### src/rtl/timing_loop_ctrl.sv
// Symbol-strobe NCO and IDLE/FLUSH/ACQ/TRACK sequencer for the MSK timing-recovery loop.
// Latency: sym_valid_o/mu_o one clk after the iq_val_i sample that wraps the phase accumulator.
// Backpressure: none; the loop advances only on iq_val_i and e_valid_i, never stalls upstream.
module timing_loop_ctrl #(
    parameter int OSF        = 20,
    parameter int WE         = 18,
    parameter int WP         = 24,
    parameter int WMU        = 12,
    parameter int ACQ_SYMS   = 256,
    parameter int LOCK_WIN   = 64,
    parameter int LOCK_THR   = 2**20,
    parameter int UNLOCK_THR = 2**22
) (
    input  logic           clk,
    input  logic           reset_n,
    input  logic           enable_i,
    input  logic           iq_val_i,
    input  logic [WE-1:0]  ctrl_i,
    input  logic [WE-1:0]  e_in,
    input  logic           e_valid_i,
    output logic           sym_valid_o,
    output logic [WMU-1:0] mu_o,
    output logic           gain_sel_o,
    output logic           lf_clear_o,
    output logic           locked_o,
    output logic [1:0]     state_o
);

    localparam int SW = $clog2(OSF + 1);
    localparam int CW = $clog2(ACQ_SYMS);
    localparam int LW = $clog2(LOCK_WIN);
    localparam int WS = WE + LW;
    localparam longint NOM_L = ((longint'(1) << WP) + OSF - 1) / OSF;
    localparam logic [WP:0]        NOM_STEP = (WP+1)'(NOM_L);
    localparam logic signed [WP:0] ADJ_MAX  = (WP+1)'(NOM_L >> 3);

    typedef enum logic [1:0] {IDLE = 2'd0, FLUSH = 2'd1, ACQ = 2'd2, TRACK = 2'd3} state_t;

    state_t         state_q, state_d;
    logic [WP-1:0]  acc_q;
    logic [SW-1:0]  samp_q;
    logic [CW-1:0]  sym_cnt_q;
    logic [WS-1:0]  sum_q;
    logic [LW-1:0]  win_q;

    logic signed [WP:0] ctrl_ext, adj;
    logic [WP:0]        step, acc_sum;
    logic [WE-1:0]      e_abs;
    logic [WS:0]        sum_ext;
    logic [WS-1:0]      sum_sat;
    logic               run, win_end, lock_good, lock_bad;

    always_comb begin
        ctrl_ext = {{(WP+1-WE){ctrl_i[WE-1]}}, ctrl_i};
        if (ctrl_ext > ADJ_MAX)
            adj = ADJ_MAX;
        else if (ctrl_ext < -ADJ_MAX)
            adj = -ADJ_MAX;
        else
            adj = ctrl_ext;
        step    = NOM_STEP + $unsigned(adj);
        acc_sum = {1'b0, acc_q} + step;
        // most-negative error maps to 2**(WE-1), which still fits unsigned in WE bits
        e_abs   = e_in[WE-1] ? (~e_in + WE'(1)) : e_in;
        sum_ext = {1'b0, sum_q} + (WS+1)'(e_abs);
        sum_sat = sum_ext[WS] ? {WS{1'b1}} : sum_ext[WS-1:0];
        run       = (state_q == ACQ) || (state_q == TRACK);
        win_end   = run && e_valid_i && (win_q == LW'(LOCK_WIN - 1));
        lock_good = sum_sat < WS'(LOCK_THR);
        lock_bad  = sum_sat >= WS'(UNLOCK_THR);
    end

    always_comb begin
        state_d    = state_q;
        lf_clear_o = 1'b1;
        gain_sel_o = 1'b0;
        case (state_q)
            IDLE:  state_d = FLUSH;
            FLUSH: if (iq_val_i && samp_q == SW'(OSF)) state_d = ACQ;
            ACQ: begin
                lf_clear_o = 1'b0;
                if (sym_valid_o && sym_cnt_q == CW'(ACQ_SYMS - 1)) state_d = TRACK;
            end
            TRACK: begin
                lf_clear_o = 1'b0;
                gain_sel_o = 1'b1;
                if (win_end && lock_bad) state_d = ACQ;
            end
            default: state_d = IDLE;
        endcase
        if (!enable_i) state_d = IDLE;
    end

    assign state_o = state_q;

    always_ff @(posedge clk or negedge reset_n) begin
        if (!reset_n) begin
            state_q     <= IDLE;
            acc_q       <= '0;
            samp_q      <= '0;
            sym_cnt_q   <= '0;
            sum_q       <= '0;
            win_q       <= '0;
            sym_valid_o <= 1'b0;
            mu_o        <= '0;
            locked_o    <= 1'b0;
        end else begin
            state_q     <= state_d;
            sym_valid_o <= 1'b0;
            if (state_d == IDLE) begin
                acc_q     <= '0;
                samp_q    <= '0;
                sym_cnt_q <= '0;
                sum_q     <= '0;
                win_q     <= '0;
                mu_o      <= '0;
                locked_o  <= 1'b0;
            end else if (state_q == FLUSH) begin
                // everything downstream of the flush starts from zero on entry to ACQ
                if (iq_val_i) samp_q <= samp_q + SW'(1);
                acc_q     <= '0;
                sym_cnt_q <= '0;
                sum_q     <= '0;
                win_q     <= '0;
            end else if (run) begin
                if (iq_val_i) begin
                    acc_q <= acc_sum[WP-1:0];
                    if (acc_sum[WP]) begin
                        sym_valid_o <= 1'b1;
                        mu_o        <= acc_sum[WP-1 -: WMU];
                    end
                end
                if (state_q == ACQ && sym_valid_o) sym_cnt_q <= sym_cnt_q + CW'(1);
                if (state_q == TRACK && state_d == ACQ) sym_cnt_q <= '0;
                if (e_valid_i) begin
                    if (win_end) begin
                        sum_q <= '0;
                        win_q <= '0;
                        if (lock_good)
                            locked_o <= 1'b1;
                        else if (lock_bad)
                            locked_o <= 1'b0;
                    end else begin
                        sum_q <= sum_sat;
                        win_q <= win_q + LW'(1);
                    end
                end
                // a fresh window starts with tracking gains
                if (state_q == ACQ && state_d == TRACK) begin
                    sum_q <= '0;
                    win_q <= '0;
                end
            end
        end
    end

endmodule

### config.mk
export PLATFORM = sky130hd
export DESIGN_NAME = timing_loop_ctrl
export DESIGN_NICKNAME = d
export VERILOG_FILES = /design/src/rtl/timing_loop_ctrl.sv
export SDC_FILE = /design/constraint.sdc
export NUM_CORES = 1
export LEC_CHECK = 0
export CAP_MARGIN = 20
export CORE_MARGIN = 2
export CORE_UTILIZATION = 40
export CTS_BUF_LIST = sky130_fd_sc_hd__clkbuf_8
export CTS_CLUSTER_SIZE = 20
export DETAILED_ROUTE_END_ITERATION = 7
export SYNTH_ARGS = -nofsm -noshare
export SYNTH_HDL_FRONTEND = slang
export SYNTH_SLANG_ARGS = --single-unit
### constraint.sdc
create_clock -name clk -period 4 [get_ports clk]
set_input_delay 0.6 -clock clk [delete_from_list [all_inputs] [get_ports clk]]
set_output_delay 0.6 -clock clk [all_outputs]
set_load 0.02 [all_outputs]
==> results.ini, run 1 <==
[status]
status=finished with violations
violations=setup timing

[cells_and_area]
drive_above_1_share_pct=35.2
register_area_mm2=0.00208
n_fill_cell=1307
final_nets=1126
final_area_mm2=0.0102
instances_no_fill=1233
multi_input_area_mm2=0.00540
utilization_pct=62.1
diodes=0
syn_to_final_growth_pct=53.0

[cts]
clock_latency_ns=0.38
path_clk_slew_ns=0.09
cts_tree=yes
cts_hold_buf=0
cts_num_sinks=83
htree_levels=3
cts-root-buf=clkbuf_8
tritoncts.num_buffers=9
clock_path_buffers=2

[route]
first_pass_iters=5
vias=6744
wl_mm=20.8
drc_errors=0
ant_nets=0
viasPerCell=5.47
wl_per_cell_um=16.8
drt_iter0_markers=343

[logic_synthesis]
avgSynthCellArea_um2=8.50
ys_top_cells_by_area=dfrtp_1 (31%), ha_1 (14%), nand2_1 (5.9%)
synthCells=783
synthFlopType=dfrtp_1
synth-edff-count=0
synthArstFlopShare_pct=100
synth-seq-area-share_pct=31.2
synth.net_count=901
yosysTopAreaCellShare_pct=31.2
netlist_area_mm2=0.00666
ys_types=68
synth_top_area_cell=dfrtp_1
ys_seq_elements=83
yosys_warnings=0

[worst_setup_path]
critPathRequiredTime_ns=4.26
rrSetupSlack_ns=1.11
startpoint_type=input port
path_max_fanout=5
critPathArrivalTime_ns=4.86
worst-setup-path-type=in -> reg
endpoint_kind=flip-flop

[power_and_ir_drop]
p_per_area_mw_per_mm2=250
clkPwrFrac_pct=26.8
power_w=0.00255
switchingPower_w=0.000876
intPower_w=0.00167
power_frac_seq_pct=33.1
swShare_pct=34.4
peakVddDrop_mv=0.224
p_comb_share_pct=40.1
leakagePower_nw=4.77

[die]
ios=59
die_area_mm2=0.0177
coreArea_mm2=0.0164
fp-row-count=47
die_x_um=133
initial_utilization_pct=40.6
fp.dieH_um=133

[sta]
slew_violations=0
worst_pin_slew_ns=0.984
skew_ns=0.00912
relSlewSlack_pct=34.4
hold_violations=0
final.period_utilization_pct=115
grt_setup_unrepaired=yes
fmax_mhz=217
min_period_ns=4.60
worst_slack_ns=-0.604
setup_viol=29

[global_route]
grt_max_degree=73
grt_pass1_vias=6994
grt.total_usage_pct=23.3
grt_pass1_wl_mm=33.8
grt_overflow=0
antenna_found_initial=0

[worst_hold_path]
hold_class=in -> async

[placed_design]
globalplace.congestion=0.911
place_inst=1191
place_ws_ns=-1.51
hpwl_mm=14.2
io_buffers=58
placed_cell_area_mm2=0.00874

[job]
maxCapViolations=0

[path summary, 6_finish.rpt]
path,depth (start not counted),start,end
worst min register to register,2,sum_q[12]$_DFFE_PN0P_,sum_q[12]$_DFFE_PN0P_
worst min-delay path,1,reset_n,sum_q[0]$_DFFE_PN0P_
worst max register to register,12,acc_q[2]$_DFFE_PN0P_,mu_o[11]$_DFFE_PN0P_
min in group clk,2,sum_q[12]$_DFFE_PN0P_,sum_q[12]$_DFFE_PN0P_
worst max-delay path,22,ctrl_i[0],mu_o[11]$_DFFE_PN0P_
max in group asynchronous,2,reset_n,sum_q[21]$_DFFE_PN0P_
[kinds of logic (layout without fill, tap and decap cells)]
kind of cell / count (synthesis) / count (layout) / synth area share (%)
adder cells (fa/ha/maj): 77 / 77 / 14.7
AND/OR/NAND/NOR: 239 / 239 / 16.7
flip-flops: 83 / 83 / 31.2
buffers and inverters: 79 / 309 / 4.47
AO/OA/AOI/OAI: 237 / 237 / 23.8
XOR/XNOR: 62 / 62 / 8.16
multiplexers: 6 / 6 / 0.959
[per-stage QoR]
| step | hold WS (ns) | setup TNS, ns |
|---|---|---|
| 2_1_floorplan | 0.304 | -8.78 |
| 3_3_place_gp | 0.456 | -55.70 |
| 3_5_place_dp | 0.462 | -60.68 |
| 4_1_cts | 0.392 | -13.02 |
| 5_1_grt | 0.434 | -16.01 |
| 6_report | 0.324 | -11.41 |
[worst max-delay path: stages]
cell and delay, ns:
buf_8 0.10, a311o_1 0.36, a311o_1 0.30, a311o_1 0.32, a311o_1 0.28, nand2_2 0.09, ha_4 0.21, buf_6 0.14
nor2_4 0.11, nor2_2 0.06, ha_4 0.26, ha_4 0.12, inv_2 0.03, fa_2 0.35, nand2b_4 0.16, a211oi_4 0.31
o21ai_4 0.09, a41oi_2 0.23, a41o_1 0.28, nor4_4 0.08, a311oi_4 0.24, o22ai_1 0.13
[cell type report]
cell class,instances,area share (%)
multi-input cells,621,53.0
flip-flops and latches,83,20.4
repair buffers,236,19.6
well taps,220,2.70
inverters,57,2.25
clock buffers,10,1.35
clock inverters,6,0.712
[state kept, by name (all words and copies together), names as in the netlist]
signal	flops
sym_cnt_q	8
locked_o	1
sum_q	24
samp_q	5
state_o	2
sym_valid_o	1
mu_o	12
acc_q	24
win_q	6
[per-layer routing]
metal  part of all wire (%)  track usage (%)
met4                    1.8             7.53
met3                    3.6             3.37
met5                      0                0
met1                     44             29.1
met2                     51             41.4
[power groups by stage]
stage	logic (W)	registers [W]	clock network (W)
CTS	0.000903	0.000843	0.000696
floorplan	0.000406	0.000860	0
detailed placement	0.000747	0.000860	0
global placement	0.000730	0.000859	0
global route	0.00110	0.000843	0.000729
finish	0.00102	0.000843	0.000684
[cell usage after synthesis (4+ instances only)]
library cell and n:
a211oi_1 12, a21o_1 22, a21oi_1 50, a22o_1 12, a311o_1 5, a31oi_1 8, a32o_1 7, and2_1 7
and3_1 7, clkbuf_1 20, dfrtp_1 83, ha_1 75, inv_1 56, mux2i_1 5, nand2_1 104, nand2b_1 13
nand3_1 15, nand4_1 10, nor2_1 42, nor3_1 19, o211ai_1 5, o21ai_0 73, o31ai_1 4, xnor2_1 41
xor2_1 21
[placed cells by master, fill, tap and decap left out, types with 10 or more instances in the layout]
master,netlist,routed
a21oi_2,0,10
nand3_1,15,12
xor2_1,21,18
nand4_1,10,10
clkdlybuf4s50_1,0,40
nor3_2,1,10
o21ai_0,73,51
a21o_1,22,22
nor2_1,42,33
clkbuf_8,0,10
xnor2_1,41,28
buf_6,0,16
xnor2_2,0,11
buf_4,0,159
nand2_1,104,98
o21ai_1,1,14
a21oi_1,50,35
a22o_1,12,12
nand2b_1,13,12
inv_1,56,49
ha_1,75,52
ha_4,0,20
dfrtp_1,83,83
[timing repair]
item / in CTS / in global routing
endpoints found under the setup margin: 66 / 66
resized for setup: 147 / 100
pin swaps: 68 / 59
endpoints found under the hold margin: 0 / 0
setup buffers: 23 / 15
Power figures use the tool's default switching activity.
==> run 2, diff against run 1 <==
--- a/config.mk
+++ b/config.mk
@@ -11,6 +11,7 @@
 export CTS_BUF_LIST = sky130_fd_sc_hd__clkbuf_8
 export CTS_CLUSTER_SIZE = 20
 export DETAILED_ROUTE_END_ITERATION = 7
+export SETUP_SLACK_MARGIN = 0.15
 export SYNTH_ARGS = -nofsm -noshare
 export SYNTH_HDL_FRONTEND = slang
 export SYNTH_SLANG_ARGS = --single-unit
==> constraint.sdc (replaced) <==
create_clock -name clk -period 4.7 [get_ports clk]
set_input_delay 0.705 -clock clk [delete_from_list [all_inputs] [get_ports clk]]
set_output_delay 0.705 -clock clk [all_outputs]
set_load 0.02 [all_outputs]
==> run 2 against run 1 <==
Compared with the run above:
- the run now ends clean
- worst hold slack better by 0.016 ns
- wire length down 12%
- sequential share of layout area up 2.3 points
- critical path depth down 1
- largest cell class unchanged
- largest power group is now registers
==> results.ini, run 2 (synthesized netlist as in run 1, its figures left out) <==
[status]
status=finished clean  ; was finished with violations

[die]
fp-row-count=47  ; unchanged
ios=59  ; unchanged
die_area_mm2=0.0177  ; unchanged
fp.dieH_um=133  ; unchanged
coreArea_mm2=0.0164  ; unchanged
die_x_um=133  ; unchanged
initial_utilization_pct=40.6  ; unchanged

[worst_setup_path]
timing.rr.end=mu_o[6]$_DFFE_PN0P_  ; was mu_o[11]$_DFFE_PN0P_
crit_start=ctrl_i[0]  ; unchanged
rrSetupSlack_ns=1.79  ; was 1.11 ns
path_max_fanout=8  ; was 5
critPathRequiredTime_ns=4.98  ; was 4.26 ns
startpoint_type=input port  ; unchanged
ff2ff_path_depth=13  ; was 12
endpoint_kind=flip-flop  ; unchanged
r2r_start=acc_q[2]$_DFFE_PN0P_  ; unchanged
critPathArrivalTime_ns=4.83  ; was 4.86 ns
worst-setup-path-type=in -> reg  ; unchanged

[sta]
slew_violations=0  ; unchanged
setup_viol=0  ; was 29
relSlewSlack_pct=36.3  ; was 34.4%
fmax_mhz=219
worst_slack_ns=0.144  ; was -0.604 ns
worst_pin_slew_ns=0.955  ; was 0.984 ns
skew_ns=0.00887  ; was 0.00912 ns
tns_ns=0  ; was -11.41 ns
final.period_utilization_pct=96.9
min_period_ns=4.56
grt_setup_unrepaired=yes  ; unchanged
whs_ns=0.340  ; was 0.324 ns
hold_violations=0  ; unchanged

[cts]
cts_tree=yes  ; unchanged
cts-root-buf=clkbuf_8  ; unchanged
clock_latency_ns=0.39  ; was 0.38 ns
cts_num_sinks=83  ; unchanged
clock_path_buffers=2  ; unchanged
htree_levels=3  ; unchanged
cts_hold_buf=0  ; unchanged
path_clk_slew_ns=0.10  ; was 0.09 ns
tritoncts.num_buffers=9  ; unchanged

[cells_and_area]
final_common_cell=buf_4  ; unchanged
multi_input_area_mm2=0.00485  ; was 0.00540 mm2
drive_above_1_share_pct=24.4  ; was 35.2%
final_nets=1076  ; was 1126
layout_common_cells=buf_4 (123), nand2_1 (102), dfrtp_1 (83)  ; was buf_4 (159), nand2_1 (98), dfrtp_1 (83)
register_area_mm2=0.00208  ; unchanged
syn_to_final_growth_pct=37.7  ; was 53.0%
n_fill_cell=1445  ; was 1307
reg.largest.list=acc_q (24), sum_q (24), mu_o (12)  ; unchanged
diodes=0  ; unchanged

[global_route]
grt_pass1_vias=6645  ; was 6994
grt_overflow=0  ; unchanged
grt.total_usage_pct=21.4  ; was 23.3%
antenna_found_initial=0  ; unchanged
grt_pass1_wl_mm=31.1  ; was 33.8 mm
grt_max_degree=47  ; was 73

[route]
wl_per_cell_um=15.4  ; was 16.8 um
first_pass_iters=4  ; was 5
vias=6341  ; was 6744
drt_iter0_markers=269  ; was 343
ant_nets=0  ; unchanged
wl_mm=18.3  ; was 20.8 mm
drc_errors=0  ; unchanged
viasPerCell=5.36  ; was 5.47

[power_and_ir_drop]
intPower_w=0.00126  ; was 0.00167 W
peakVddDrop_mv=0.188  ; was 0.224 mV
power_frac_seq_pct=37.2  ; was 33.1%
switchingPower_w=0.000667  ; was 0.000876 W
p_per_area_mw_per_mm2=210  ; was 250 mW/mm2
clkPwrFrac_pct=26.4  ; was 26.8%
swShare_pct=34.6  ; was 34.4%
p_comb_share_pct=36.3  ; was 40.1%
leakagePower_nw=4.32  ; was 4.77 nW

[placed_design]
io_buffers=58  ; unchanged
hpwl_mm=13.5  ; was 14.2 mm
globalplace.congestion=0.923  ; was 0.911
place_ws_ns=-0.973  ; was -1.51 ns

[worst_hold_path]
hold_class=in -> async  ; unchanged

[job]
maxCapViolations=0  ; unchanged

[run 2: cell count changes in the layout (fill, tap and decap cells not counted), sizes merged]
cell	delta
clkinv	+2
dlymetal6s2s	-2
inv	+2
buf	-52
clkinvlp	-2
clkdlybuf4s50	+8
bufinv	-1
clkbuf	-1
dlygate4sd2	-4
[run 2: cell type report]
cell class	count	share of cell area (%)
Sequential cell	83	22.7
Timing Repair Buffer	186	17.1
Inverter	57	2.39
Clock inverter	7	0.560
Tap cell	220	3.00
Multi-Input combinational cell	621	52.9
Clock buffer	9	1.35
[run 2: timing repair]
action	CTS	global route
gates cloned	0	0
gates resized for setup	60	47
pin swaps	33	33
setup endpoints to repair	27	37
hold endpoints to repair	0	0
buffers inserted	6	3
[run 2: critical path: stages]
cell,delay [ns]
buf_6,0.09
a311o_1,0.33
a311o_1,0.26
a311o_1,0.27
a311o_1,0.28
nand2_2,0.09
ha_4,0.22
buf_12,0.13
inv_6,0.07
a21o_1,0.19
ha_4,0.23
ha_4,0.26
o211ai_1,0.09
o211ai_1,0.28
a22oi_2,0.13
o22a_1,0.25
a31oi_4,0.25
mux2i_4,0.28
buf_6,0.14
nor2_4,0.05
a22o_1,0.22
[run 2: how the worst max path moves through the flow]
| stage | endpoint | slack [ns] | cells after the start |
|---|---|---|---|
| finish | mu_o[5]$_DFFE_PN0P_ | 0.14 | 21 |
| global route | mu_o[11]$_DFFE_PN0P_ | -0.04 | 22 |
| CTS | acc_q[23]$_DFFE_PN0P_ | -0.07 | 22 |
| detailed placement | acc_q[23]$_DFFE_PN0P_ | -0.97 | 19 |
| global placement | mu_o[11]$_DFFE_PN0P_ | -0.82 | 19 |
| floorplan | mu_o[11]$_DFFE_PN0P_ | 0.08 | 21 |
[run 2: routing by layer]
metal,track usage [%],up-vias,wire [um]
li1,-,3160,-
met1,27.6,3058,8420
met2,37.0,98,8870
met3,2.68,25,568
met4,7.77,0,399
met5,0,-,0
[run 2: through the flow]
stage | utilization (%) | std cells | power (W) | cell area (um2)
2_1_floorplan | - | 783 | 0.00108 | 6820
3_3_place_gp | 51.8 | 1158 | 0.00133 | 8500
3_5_place_dp | 51.8 | 1158 | 0.00134 | 8500
4_1_cts | 54.1 | 1180 | 0.00189 | 8880
5_1_grt | 55.9 | 1183 | 0.00204 | 9160
6_report | 55.9 | 1183 | 0.00193 | 9160
[run 2: power groups by stage]
stage                     Sequential [W]  Clock (W)  Combinational, W
after floorplan                 0.000732          0          0.000345
after global placement          0.000731          0          0.000595
after detailed placement        0.000732          0          0.000606
after CTS                       0.000717   0.000523          0.000654
after global routing            0.000718   0.000551          0.000772
final                           0.000717   0.000509          0.000700
==> run 3, diff against run 2 <==
--- a/config.mk
+++ b/config.mk
@@ -11,6 +11,7 @@
 export CTS_BUF_LIST = sky130_fd_sc_hd__clkbuf_8
 export CTS_CLUSTER_SIZE = 20
 export DETAILED_ROUTE_END_ITERATION = 7
+export REMOVE_ABC_BUFFERS = 1
 export SETUP_SLACK_MARGIN = 0.15
 export SYNTH_ARGS = -nofsm -noshare
 export SYNTH_HDL_FRONTEND = slang
==> run 3 against run 2 <==
Compared with the run above:
- die area unchanged
- sequential power about the same
- combinational power increased by 1%
- register-to-register slack better by 0.02 ns
- worst hold slack gained 0.030 ns
- core utilization up 0.24 points
- sequential share of layout area down 0.096 points
- via count is 1.5% lower
- total power increased by 2.7%
- clock power is 8.3% higher
- global-route usage fell by 1.3 points
- largest cell class unchanged
==> results.ini, run 3 (synthesized netlist as in run 1, its figures left out) <==
[status]
status=finished clean  ; unchanged

[worst_setup_path]
critPathArrivalTime_ns=4.81  ; was 4.83 ns
cpMostUsedCell=a311o_1  ; unchanged
r2r_start=sum_q[0]$_DFFE_PN0P_  ; was acc_q[2]$_DFFE_PN0P_
worst-setup-path-type=in -> reg  ; unchanged
endpoint_kind=flip-flop  ; unchanged
crit_buf_inv=3  ; was 4
critPathRequiredTime_ns=4.97  ; was 4.98 ns
path_max_fanout=8  ; unchanged
path_cells=buf_6 > a311o_1 > a311o_1 > a311o_1 > a311o_1 > nand2_2 > ha_4 > buf_6 > nor2_4 > nor2_4 > ha_4 > ha_4 > o211ai_1 > o211ai_1 > a22oi_2 > o22a_1 > a31oi_4 > mux2i_4 > buf_6 > mux2i_1 > nor2_1  ; was buf_6 > a311o_1 > a311o_1 > a311o_1 > a311o_1 > nand2_2 > ha_4 > buf_12 > inv_6 > a21o_1 > ha_4 > ha_4 > o211ai_1 > o211ai_1 > a22oi_2 > o22a_1 > a31oi_4 > mux2i_4 > buf_6 > nor2_4 > a22o_1
slowest_stage=a311o_1  ; unchanged
cpPeakStageDelay_ns=0.34  ; was 0.33 ns
cp_top_family=compound AO/OA/AOI/OAI gates  ; unchanged
crit_start=ctrl_i[2]  ; was ctrl_i[0]
startpoint_type=input port  ; unchanged

[power_and_ir_drop]
peakVddDrop_mv=0.167  ; was 0.188 mV
leakagePower_nw=4.25  ; was 4.32 nW
power_frac_seq_pct=36.3  ; was 37.2%
clkPwrFrac_pct=27.9  ; was 26.4%
switchingPower_w=0.000636  ; was 0.000667 W
p_comb_share_pct=35.9  ; was 36.3%
p_per_area_mw_per_mm2=215  ; was 210 mW/mm2
intPower_w=0.00134  ; was 0.00126 W
swShare_pct=32.1  ; was 34.6%

[cells_and_area]
reg.largest.list=acc_q (24), sum_q (24), mu_o (12)  ; unchanged
diodes=0  ; unchanged
syn_to_final_growth_pct=38.3  ; was 37.7%
layout_common_cells=buf_4 (116), nand2_1 (101), dfrtp_1 (83)  ; was buf_4 (123), nand2_1 (102), dfrtp_1 (83)
drive_above_1_share_pct=25.5  ; was 24.4%
final_common_cell=buf_4  ; unchanged
instances_no_fill=1178  ; was 1183
final_nets=1072  ; was 1076
multi_input_area_mm2=0.00492  ; was 0.00485 mm2
n_fill_cell=1507  ; was 1445
register_area_mm2=0.00208  ; unchanged

[die]
die_area_mm2=0.0177  ; unchanged
coreArea_mm2=0.0164  ; unchanged
fp.dieH_um=133  ; unchanged
ios=59  ; unchanged
initial_utilization_pct=40.6  ; unchanged
fp-row-count=47  ; unchanged
die_x_um=133  ; unchanged

[sta]
skew_ns=0.0139  ; was 0.00887 ns
min_period_ns=4.54  ; was 4.56 ns
worst_pin_slew_ns=0.904  ; was 0.955 ns
final.period_utilization_pct=96.6  ; was 96.9%
hold_violations=0  ; unchanged
setup_viol=0  ; unchanged
relSlewSlack_pct=39.7  ; was 36.3%
fmax_mhz=220  ; was 219 MHz
tns_ns=0  ; unchanged
grt_setup_unrepaired=yes  ; unchanged
slew_violations=0  ; unchanged

[route]
viasPerCell=5.30  ; was 5.36
wl_per_cell_um=15.2  ; was 15.4 um
wl_mm=17.9  ; was 18.3 mm
vias=6243  ; was 6341
first_pass_iters=7  ; was 4
drt_iter0_markers=242  ; was 269
ant_nets=0  ; unchanged
drc_errors=0  ; unchanged

[cts]
htree_levels=3  ; unchanged
clock_path_buffers=2  ; unchanged
clock_latency_ns=0.38  ; was 0.39 ns
cts_tree=yes  ; unchanged
path_clk_slew_ns=0.09  ; was 0.10 ns
cts_hold_buf=0  ; unchanged
cts-root-buf=clkbuf_8  ; unchanged
cts_num_sinks=83  ; unchanged
tritoncts.num_buffers=9  ; unchanged

[global_route]
grt_pass1_wl_mm=29.2  ; was 31.1 mm
antenna_found_initial=0  ; unchanged
grt.total_usage_pct=20.1  ; was 21.4%
grt_max_degree=53  ; was 47
grt_pass1_vias=6104  ; was 6645
grt_overflow=0  ; unchanged

[worst_hold_path]
hold_class=in -> async  ; unchanged

[placed_design]
io_buffers=58  ; unchanged
hpwl_mm=12.6  ; was 13.5 mm
globalplace.congestion=0.892  ; was 0.923
place_inst=1152  ; was 1158

[job]
maxCapViolations=0  ; unchanged

## run 3: cell count changes in the layout (fill, tap and decap cells not counted), sizes merged
cell | before | now
buf | 134 | 130
bufinv | 0 | 1
clkbuf | 9 | 11
clkinv | 4 | 2
clkinvlp | 1 | 2
dlygate4sd2 | 2 | 4
dlymetal6s2s | 2 | 0
inv | 59 | 56
## run 3: path summary, 6_finish.rpt
check / end / slack [ns] / depth (start not counted)
max in group asynchronous: acc_q[21]$_DFFE_PN0P_ / 3.43 / 2
min in group clk: sum_q[10]$_DFFE_PN0P_ / 0.48 / 2
min: sum_q[0]$_DFFE_PN0P_ / 0.37 / 1
max: mu_o[1]$_DFFE_PN0P_ / 0.16 / 21
max reg2reg: sym_cnt_q[2]$_DFFE_PN0P_ / 1.81 / 11
min reg2reg: sum_q[10]$_DFFE_PN0P_ / 0.48 / 2
## run 3: layer usage
layer  GRT usage [%]  routed length (um)
met5               0                   0
met1            26.5                8310
met4            5.08                 265
met2            34.9                8840
met3            2.80                 448
## run 3: layout make-up
cell class	instances	share of cell area [%]
Clock buffer	11	1.65
Inverter	57	2.38
Sequential cell	83	22.6
Clock inverter	4	0.544
Tap cell	220	2.99
Timing Repair Buffer	182	16.4
Multi-Input combinational cell	621	53.4
## run 3: stage by stage
step / total power, W / hold WS [ns] / setup slack (ns) / util (%) / area, um2
2_1_floorplan: 0.00104 / 0.409 / -0.384 / - / 6570
3_3_place_gp: 0.00129 / 0.459 / -1.11 / 50.4 / 8280
3_5_place_dp: 0.00129 / 0.468 / -1.16 / 50.5 / 8280
4_1_cts: 0.00188 / 0.380 / 0.0936 / 52.7 / 8640
5_1_grt: 0.00210 / 0.406 / 0.000248 / 56.1 / 9200
6_report: 0.00198 / 0.370 / 0.160 / 56.1 / 9200
## run 3: worst reg2reg max path, stage by stage (launching register included)
cell and delay [ns]:
dfrtp_1 0.40, ha_1 0.22, fa_1 0.40, a21o_1 0.21, a21oi_1 0.27, nor3_2 0.12
o211a_1 0.24, nor3_1 0.25, a221oi_2 0.05, buf_4 0.17, a41oi_4 0.33, nor2_1 0.10
## run 3: what timing repair did
action,CTS,global route
pin swaps,22,30
setup endpoints to repair,31,41
setup buffers,6,5
resized for setup,55,90
## run 3: power by group through the flow
stage | clock network (W) | logic [W] | registers [W]
after floorplan | 0 | 0.000306 | 0.000732
after global placement | 0 | 0.000562 | 0.000731
after detailed placement | 0 | 0.000563 | 0.000731
after CTS | 0.000568 | 0.000597 | 0.000717
after global routing | 0.000598 | 0.000780 | 0.000718
final | 0.000551 | 0.000710 | 0.000717
==> RTL edit: new RTL, flow settings as in run 3 <==
Register the output `lf_clear_o`, with the module's reset; this adds one clock of latency there. The other outputs are not delayed to match.
--- a/src/rtl/timing_loop_ctrl.sv
+++ b/src/rtl/timing_loop_ctrl.sv
@@ -36,6 +36,8 @@
 
     typedef enum logic [1:0] {IDLE = 2'd0, FLUSH = 2'd1, ACQ = 2'd2, TRACK = 2'd3} state_t;
 
+    logic lf_clear_d;
+
     state_t         state_q, state_d;
     logic [WP-1:0]  acc_q;
     logic [SW-1:0]  samp_q;
@@ -72,17 +74,17 @@
 
     always_comb begin
         state_d    = state_q;
-        lf_clear_o = 1'b1;
+        lf_clear_d = 1'b1;
         gain_sel_o = 1'b0;
         case (state_q)
             IDLE:  state_d = FLUSH;
             FLUSH: if (iq_val_i && samp_q == SW'(OSF)) state_d = ACQ;
             ACQ: begin
-                lf_clear_o = 1'b0;
+                lf_clear_d = 1'b0;
                 if (sym_valid_o && sym_cnt_q == CW'(ACQ_SYMS - 1)) state_d = TRACK;
             end
             TRACK: begin
-                lf_clear_o = 1'b0;
+                lf_clear_d = 1'b0;
                 gain_sel_o = 1'b1;
                 if (win_end && lock_bad) state_d = ACQ;
             end
@@ -154,5 +156,13 @@
         end
     end
 
+    always_ff @(posedge clk or negedge reset_n) begin
+        if (!reset_n) begin
+            lf_clear_o <= '0;
+        end else begin
+            lf_clear_o <= lf_clear_d;
+        end
+    end
+
 endmodule
 
Formal check against the unedited RTL: not equivalent (a bounded check fails within 4 cycles, from zero or initial values and one cycle with reset_n low).
==> RTL edit against run 3 <==
Total power increased by 0.26%; design area is 0.18% lower; synthesized cell count up 0.13%; worst setup slack worse by 0.18 ns; sequential power up 1%; the run now ends with negative setup slack left; sequential cell count is 1 higher; non-clock buffer count rose by 5; area after synthesis up 0.38%; routed wire length fell by 0.43%.
==> RTL edit: results <==
set metrics [dict create \
    avgRoutedWirePerCell_um 15.0 \
    clockBufferCount 10 \
    p_clk_frac 0.278 \
    clk_share 0.0218 \
    dr.pass1.iters 4 \
    synthXorXnorAreaFrac 0.0813 \
    multi_input_area_share 0.524 \
    fin_skew_ns 0.0140 \
    tightestPinTransition_ns 0.965 \
    setup_viol 3 \
    synthMuxAreaShare 0.00955 \
    run_status "complete, but fails checks" \
    synth_cells 784 \
    design_area_sq_mm 0.00919 \
    slowest_delay_ns 0.36 \
    dp_cells 1155 \
    violations "negative setup slack" \
    die-area_sq_mm 0.0178 \
    layout_setup_ws_ns -0.0238 \
    leakagePower_uw 0.00433 \
    dp_slack_ns -1.24 \
    grt_pass1_wl_um 29100 \
    dpl_cell_area_sq_mm 0.00832 \
    yosysSeqAreaShare 0.315 \
    grt_usage 0.200 \
    first_iter_violations 314 \
    bufAreaShareNonClock 0.171 \
    combinationalPower_uw 706 \
    synth-compound-area-share 0.237 \
    place.gp.congestion 0.851 \
    finalSetupTns_ns -0.0407 \
    grt_pass1_vias 6126 \
    seq_share 0.229 \
    synth_commonest_cells "104 x nand2_1, 84 x dfrtp_1, 75 x ha_1" \
]
==> RTL edit: worst max-delay path: cells and delay by family <==
family / cells / cell delay [ns]
buffers and inverters: 4 / 0.42
adders and majority gates: 4 / 1.03
AOI/OAI and AO/OA: 10 / 2.40
and+or+nand+nor: 5 / 0.45
==> RTL edit: routing by layer <==
metal | GRT usage | share of wire
met1 | 0.266 | 0.47
met2 | 0.338 | 0.49
met3 | 0.0308 | 0.035
met4 | 0.0550 | 0.0097
met5 | 0 | 0
==> RTL edit: worst paths after layout <==
kind | start | end | slack [ns]
worst max register to register | sum_q[0] | sym_cnt_q[2] | 1.72
worst min register to register | sum_q[0] | sum_q[0] | 0.48
worst min-delay path | reset_n | samp_q[2] | 0.41
worst max-delay path | ctrl_i[2] | mu_o[11] | -0.02
min in group clk | sum_q[0] | sum_q[0] | 0.48
max in group asynchronous | reset_n | acc_q[7] | 3.40
==> RTL edit: what timing repair did <==
item,CTS,global route
pin swaps,21,34
endpoints found under the setup margin,30,35
gates resized for setup,64,76
buffers inserted,4,11
